[src/rtl/musa_pkg.sv]
// Shared definitions for the MUSA core: datapath widths, fetch FSM states
// and the fetch-queue entry layout.
package musa_pkg;

  localparam int unsigned ADDR_W  = 18;
  localparam int unsigned INSTR_W = 32;

  typedef enum logic [1:0] {
    IDLE = 2'd0,
    WAIT = 2'd1,
    DROP = 2'd2
  } fetch_state_t;

  typedef struct packed {
    logic [ADDR_W-1:0]  pc;
    logic [INSTR_W-1:0] instr;
  } fetch_entry_t;

endpackage

[src/rtl/musa_fetch_q2.sv]
// Two-entry fetch queue. The head entry lives in its own register so the
// decode-facing outputs come straight from flops.
module musa_fetch_q2
  import musa_pkg::*;
(
  input  logic         clk,
  input  logic         rst,
  input  logic         push,
  input  logic         pop,
  input  logic         clear,
  input  fetch_entry_t din,
  output fetch_entry_t head,
  output logic [1:0]   count,
  output logic         valid
);

  fetch_entry_t tail;
  logic         pop_ok;

  assign pop_ok = pop && (count != 2'd0);
  assign valid  = (count != 2'd0);

  always_ff @(posedge clk or posedge rst) begin
    if (rst) begin
      head  <= '0;
      tail  <= '0;
      count <= '0;
    end else if (clear) begin
      count <= '0;
    end else begin
      case (count)
        2'd0: begin
          if (push) begin
            head  <= din;
            count <= 2'd1;
          end
        end
        2'd1: begin
          if (push && pop_ok) begin
            head <= din;
          end else if (push) begin
            tail  <= din;
            count <= 2'd2;
          end else if (pop_ok) begin
            count <= 2'd0;
          end
        end
        default: begin
          // Full: a push only arrives together with a pop, so the tail shifts up.
          if (pop_ok) begin
            head <= tail;
            if (push) begin
              tail <= din;
            end else begin
              count <= 2'd1;
            end
          end
        end
      endcase
    end
  end

endmodule

[src/rtl/musa_fetch_stage.sv]
// MUSA instruction-fetch stage: PC register, redirect handling and the
// req/ack fetch FSM feeding a 2-entry queue toward decode.
module musa_fetch_stage #(
  parameter int unsigned       ADDR_W   = musa_pkg::ADDR_W,
  parameter int unsigned       INSTR_W  = musa_pkg::INSTR_W,
  parameter logic [ADDR_W-1:0] RESET_PC = '0
) (
  input  logic               clk,
  input  logic               rst,
  input  logic [ADDR_W-1:0]  next_pc,
  input  logic               pc_load,
  output logic [ADDR_W-1:0]  pc_plus1,
  output logic               imem_req,
  output logic [ADDR_W-1:0]  imem_addr,
  input  logic               imem_ack,
  input  logic [INSTR_W-1:0] imem_rdata,
  output logic               id_valid,
  input  logic               id_ready,
  output logic [INSTR_W-1:0] id_instr,
  output logic [ADDR_W-1:0]  id_pc
);

  import musa_pkg::*;

  logic [ADDR_W-1:0] pc;
  logic [ADDR_W-1:0] redirect_pc;
  fetch_state_t      state;

  logic              q_push;
  logic              q_pop;
  logic [1:0]        q_count;
  logic              keep_requesting;
  fetch_entry_t      q_din;
  fetch_entry_t      q_head;

  assign pc_plus1  = pc + ADDR_W'(1);
  assign imem_addr = pc;

  assign q_pop  = id_valid && id_ready;
  assign q_push = (state == WAIT) && imem_ack && !pc_load;
  assign q_din  = '{pc: pc, instr: imem_rdata};

  // Occupancy after this push stays <= 1 only if the queue was empty or is popping.
  assign keep_requesting = (q_count == 2'd0) || q_pop;

  always_ff @(posedge clk or posedge rst) begin
    if (rst) begin
      pc          <= RESET_PC;
      redirect_pc <= '0;
      state       <= IDLE;
      imem_req    <= 1'b0;
    end else begin
      case (state)
        IDLE: begin
          if (pc_load) begin
            pc <= next_pc;
          end else if (q_count <= 2'd1) begin
            imem_req <= 1'b1;
            state    <= WAIT;
          end
        end
        WAIT: begin
          if (imem_ack && pc_load) begin
            pc <= next_pc;
          end else if (imem_ack) begin
            pc <= pc_plus1;
            if (!keep_requesting) begin
              imem_req <= 1'b0;
              state    <= IDLE;
            end
          end else if (pc_load) begin
            redirect_pc <= next_pc;
            state       <= DROP;
          end
        end
        DROP: begin
          if (imem_ack) begin
            pc    <= pc_load ? next_pc : redirect_pc;
            state <= WAIT;
          end else if (pc_load) begin
            redirect_pc <= next_pc;
          end
        end
        default: begin
          imem_req <= 1'b0;
          state    <= IDLE;
        end
      endcase
    end
  end

  musa_fetch_q2 u_q (
    .clk   (clk),
    .rst   (rst),
    .push  (q_push),
    .pop   (q_pop),
    .clear (pc_load),
    .din   (q_din),
    .head  (q_head),
    .count (q_count),
    .valid (id_valid)
  );

  assign id_instr = q_head.instr;
  assign id_pc    = q_head.pc;

endmodule

[config.mk]
export PLATFORM = sky130hd
export DESIGN_NAME = musa_fetch_stage
export DESIGN_NICKNAME = d
export VERILOG_FILES = /design/src/rtl/musa_pkg.sv /design/src/rtl/musa_fetch_q2.sv /design/src/rtl/musa_fetch_stage.sv
export SDC_FILE = /design/constraint.sdc
export NUM_CORES = 1
export LEC_CHECK = 0
export ABC_AREA = 1
export CAP_MARGIN = 20
export CORE_MARGIN = 2
export CORE_UTILIZATION = 45
export CTS_CLUSTER_SIZE = 25
export DETAILED_ROUTE_END_ITERATION = 6
export PLACE_DENSITY = 0.78
export SLEW_MARGIN = 5
export SYNTH_ARGS = -nofsm -noshare
export SYNTH_HDL_FRONTEND = slang
export SYNTH_SLANG_ARGS = --single-unit
[constraint.sdc]
create_clock -name clk -period 8.3 [get_ports clk]
set_input_delay 1.66 -clock clk [delete_from_list [all_inputs] [get_ports clk]]
set_output_delay 1.66 -clock clk [all_outputs]
set_load 0.005 [all_outputs]
==> results.py <==
metrics = {
    "global_routing": {
        "grt_max_degree": 105,
        "grt_usage_pct": 20.8,
        "grt_first_pass_wirelength_um": 29500,
        "grt_pass1_vias": 5916,
        "gr-total-overflow": 0,
        "antenna_found_initial": 0,
    },
    "synthesis": {
        "mappedNetlistArea_um2": 7410,
        "avgSynthCellArea_um2": 7.85,
        "yosys.area.top_type": "dfrtp_1",
        "synthCells": 944,
        "synth.top_cell.area_share_pct": 47.6,
        "synth_seq_cells": 141,
        "yosys_warnings": 0,
        "ys_top_cells_by_area": "dfrtp_1 (48%), nand2_1 (11%), o21ai_0 (7.2%)",
        "syn_nets": 1005,
        "yosysSeqAreaShare_pct": 47.6,
        "synthDistinctLibCells": 32,
    },
    "routing": {
        "drc": 0,
        "maxUsedRoutingLayer": "met4",
        "num_vias": 6436,
        "antenna_left": 0,
        "met2_length_um": 8400,
        "wl_met1_um": 7910,
        "wl_met3_um": 1140,
        "vias_per_cell": 4.98,
        "wl_um": 17700,
        "wl_per_cell_um": 13.7,
        "dr.pass1.iters": 5,
        "drtIter0Drc": 459,
    },
    "power": {
        "leakagePower_nw": 4.40,
        "pwr-share-comb_pct": 44.1,
        "ir_worst_vdd_mv": 0.194,
        "clock_power_share_pct": 23.2,
        "p_per_area_nw_per_um2": 400,
        "p_seq_share_pct": 32.7,
        "p_sw_mw": 1.41,
        "switching_share_pct": 37.0,
        "p_int_mw": 2.39,
    },
    "worst_setup_path": {
        "critPathMaxStageDelay_ps": 510,
        "cp_slowest_cell": "clkdlybuf4s50_1",
        "cp.required_ps": 6640,
        "cp_num_buf_inv": 2,
        "cp-start-kind": "register",
        "crit_family": "simple AND/OR/NAND/NOR gates",
        "crit_path_end_kind": "primary output",
        "crit_arrival_ps": 2630,
        "path_cells": "ha_1, inv_1, nor2_1, nand2_1, o21ai_0, and2_1, clkdlybuf4s50_1",
        "crit_fanout": 6,
        "setup.worst_path.class": "register to primary output",
    },
    "clocking": {
        "cts_root_buf": "clkbuf_16",
        "cts_setup_buffers": 0,
        "h-tree-depth": 4,
        "cts_buffers": 17,
        "cts_resized": 0,
        "clock_sinks": 141,
        "clkTransAtPathRegs_ps": 60,
        "insertion_delay_ps": 420,
        "cts_buffer_depth": 2,
        "cts_tree": "yes",
        "holdBufCountCts": 0,
    },
    "outcome": {
        "outcome": "finished clean",
    },
    "run": {
        "cap_violations": 0,
    },
    "finish": {
        "final_area_um2": 9490,
        "drive_above_1_share_pct": 9.01,
        "syn_to_final_growth_pct": 28.0,
        "fin_nets": 1125,
        "final_common_cell": "nand2_1",
        "final_cell_mix": "nand2_1 (222), nor2_1 (142), clkdlybuf4s50_1 (142)",
        "antenna_cells": 0,
        "num-fill-cells": 1464,
    },
    "die": {
        "die_w_um": 132,
        "rows": 46,
        "core_area_um2": 16000,
        "die_h_um": 132,
        "io_pins": 143,
        "dieArea_um2": 17500,
        "initial_core_util_pct": 46.3,
    },
    "timing": {
        "setup_viol": 0,
        "rsz0062_at_grt": "no",
        "setup-tns-final_ps": 0,
        "worstMarginPinSlew_ps": 954,
        "skew_ps": 6.64,
        "fin_crit_ps": 4290,
        "hold_viol_final": 0,
        "max_slew_margin_pct": 36.4,
        "fmax_mhz": 233,
        "timing.final.max_slew_violations": 0,
        "period_share_pct": 51.7,
    },
    "place": {
        "gp_congestion": 0.951,
        "port_buffers": 142,
        "placed_cell_area_um2": 8810,
        "dp_hpwl_um": 12100,
    },
    "hold_path": {
        "hp-class": "register to register",
    },
}
routing by layer:
layer,vias to the layer above,GRT usage (%)
met3,23,4.42
met1,2923,28.5
met2,245,33.2
met5,-,0
met4,0,6.93
li1,3245,-
per-stage QoR:
step           instances  power [mW]  util (%)  worst slack (ps)  hold slack, ps
2_1_floorplan        944        2.25         -              2860             476
3_3_place_gp        1261        2.87      55.1              4140             497
3_5_place_dp        1261        2.92      55.1              4070             501
4_1_cts             1292        3.82      59.3              4020             516
5_1_grt             1292        4.08      59.3              3860             533
6_report            1292        3.80      59.3              4010             506
cells by family after synthesis:
kind of cell,count (synthesis),synth area share (%)
adders and majority gates,6,1.01
DFF,141,47.6
buffers and inverters,149,9.92
and+or+nand+nor,407,21.9
xor gates and xnor gates,7,0.827
AOI/OAI and AO/OA,234,18.8
state kept, by name (all words and copies together), names as in the netlist:
register	cells
imem_addr	18
imem_req	1
redirect_pc	18
state	2
u_q.count	2
u_q.head	50
u_q.tail	50
power by group through the flow:
stage	sequential [mW]	combinational (mW)	clock [mW]
finish	1.24	1.67	0.883
global placement	1.24	1.63	0
floorplan	1.21	1.03	0
global route	1.28	1.88	0.922
CTS	1.24	1.68	0.895
detailed placement	1.25	1.67	0
synthesized netlist by cell type:
cell type	number
o21bai_1	2
nand3_1	21
buf_2	12
o21ai_2	2
o22ai_1	1
and2_1	8
a21oi_2	51
dfrtp_1	141
nor3_2	1
nand2_1	222
ha_1	6
nand4_1	9
inv_1	99
clkbuf_1	14
buf_1	2
buf_12	5
o21ai_0	107
nand2_2	1
inv_2	3
o21ai_1	1
nor2_2	1
buf_6	4
nand2_4	1
clkbuf_8	2
xnor2_1	1
a31oi_1	1
buf_4	8
xor2_1	6
nor2_1	142
o21a_1	5
a21oi_1	64
nor2_4	1
area by class of cell:
cell class / instances / area (µm²) / area share, %
Sequential cell: 141 / 3530 / 37.2
Multi-Input combinational cell: 654 / 3160 / 33.3
Timing Repair Buffer: 148 / 1470 / 15.5
Clock buffer: 19 / 433 / 4.56
Inverter: 102 / 388 / 4.09
Tap cell: 216 / 270 / 2.85
Clock inverter: 12 / 243 / 2.56
worst min-delay path, delay by kind of cell, from the launching register on:
family          cells  cell delay (ps)
flops               1              360
compound gates      1               60
simple gates        1               50
path summary, 6_finish.rpt:
| kind | from | end | slack (ps) | depth (start not counted) |
|---|---|---|---|---|
| hold reg to reg | imem_req | imem_req | 510 | 2 |
| setup reg to reg | u_q.count[1] | u_q.head[18] | 5190 | 8 |
| hold / removal | imem_req | imem_req | 510 | 2 |
| min in group asynchronous | rst | u_q.head[16] | 1710 | 2 |
| max in group asynchronous | rst | imem_addr[17] | 5230 | 3 |
| setup / recovery | imem_addr[0] | pc_plus1[16] | 4010 | 7 |
Power figures use the tool's default switching activity.
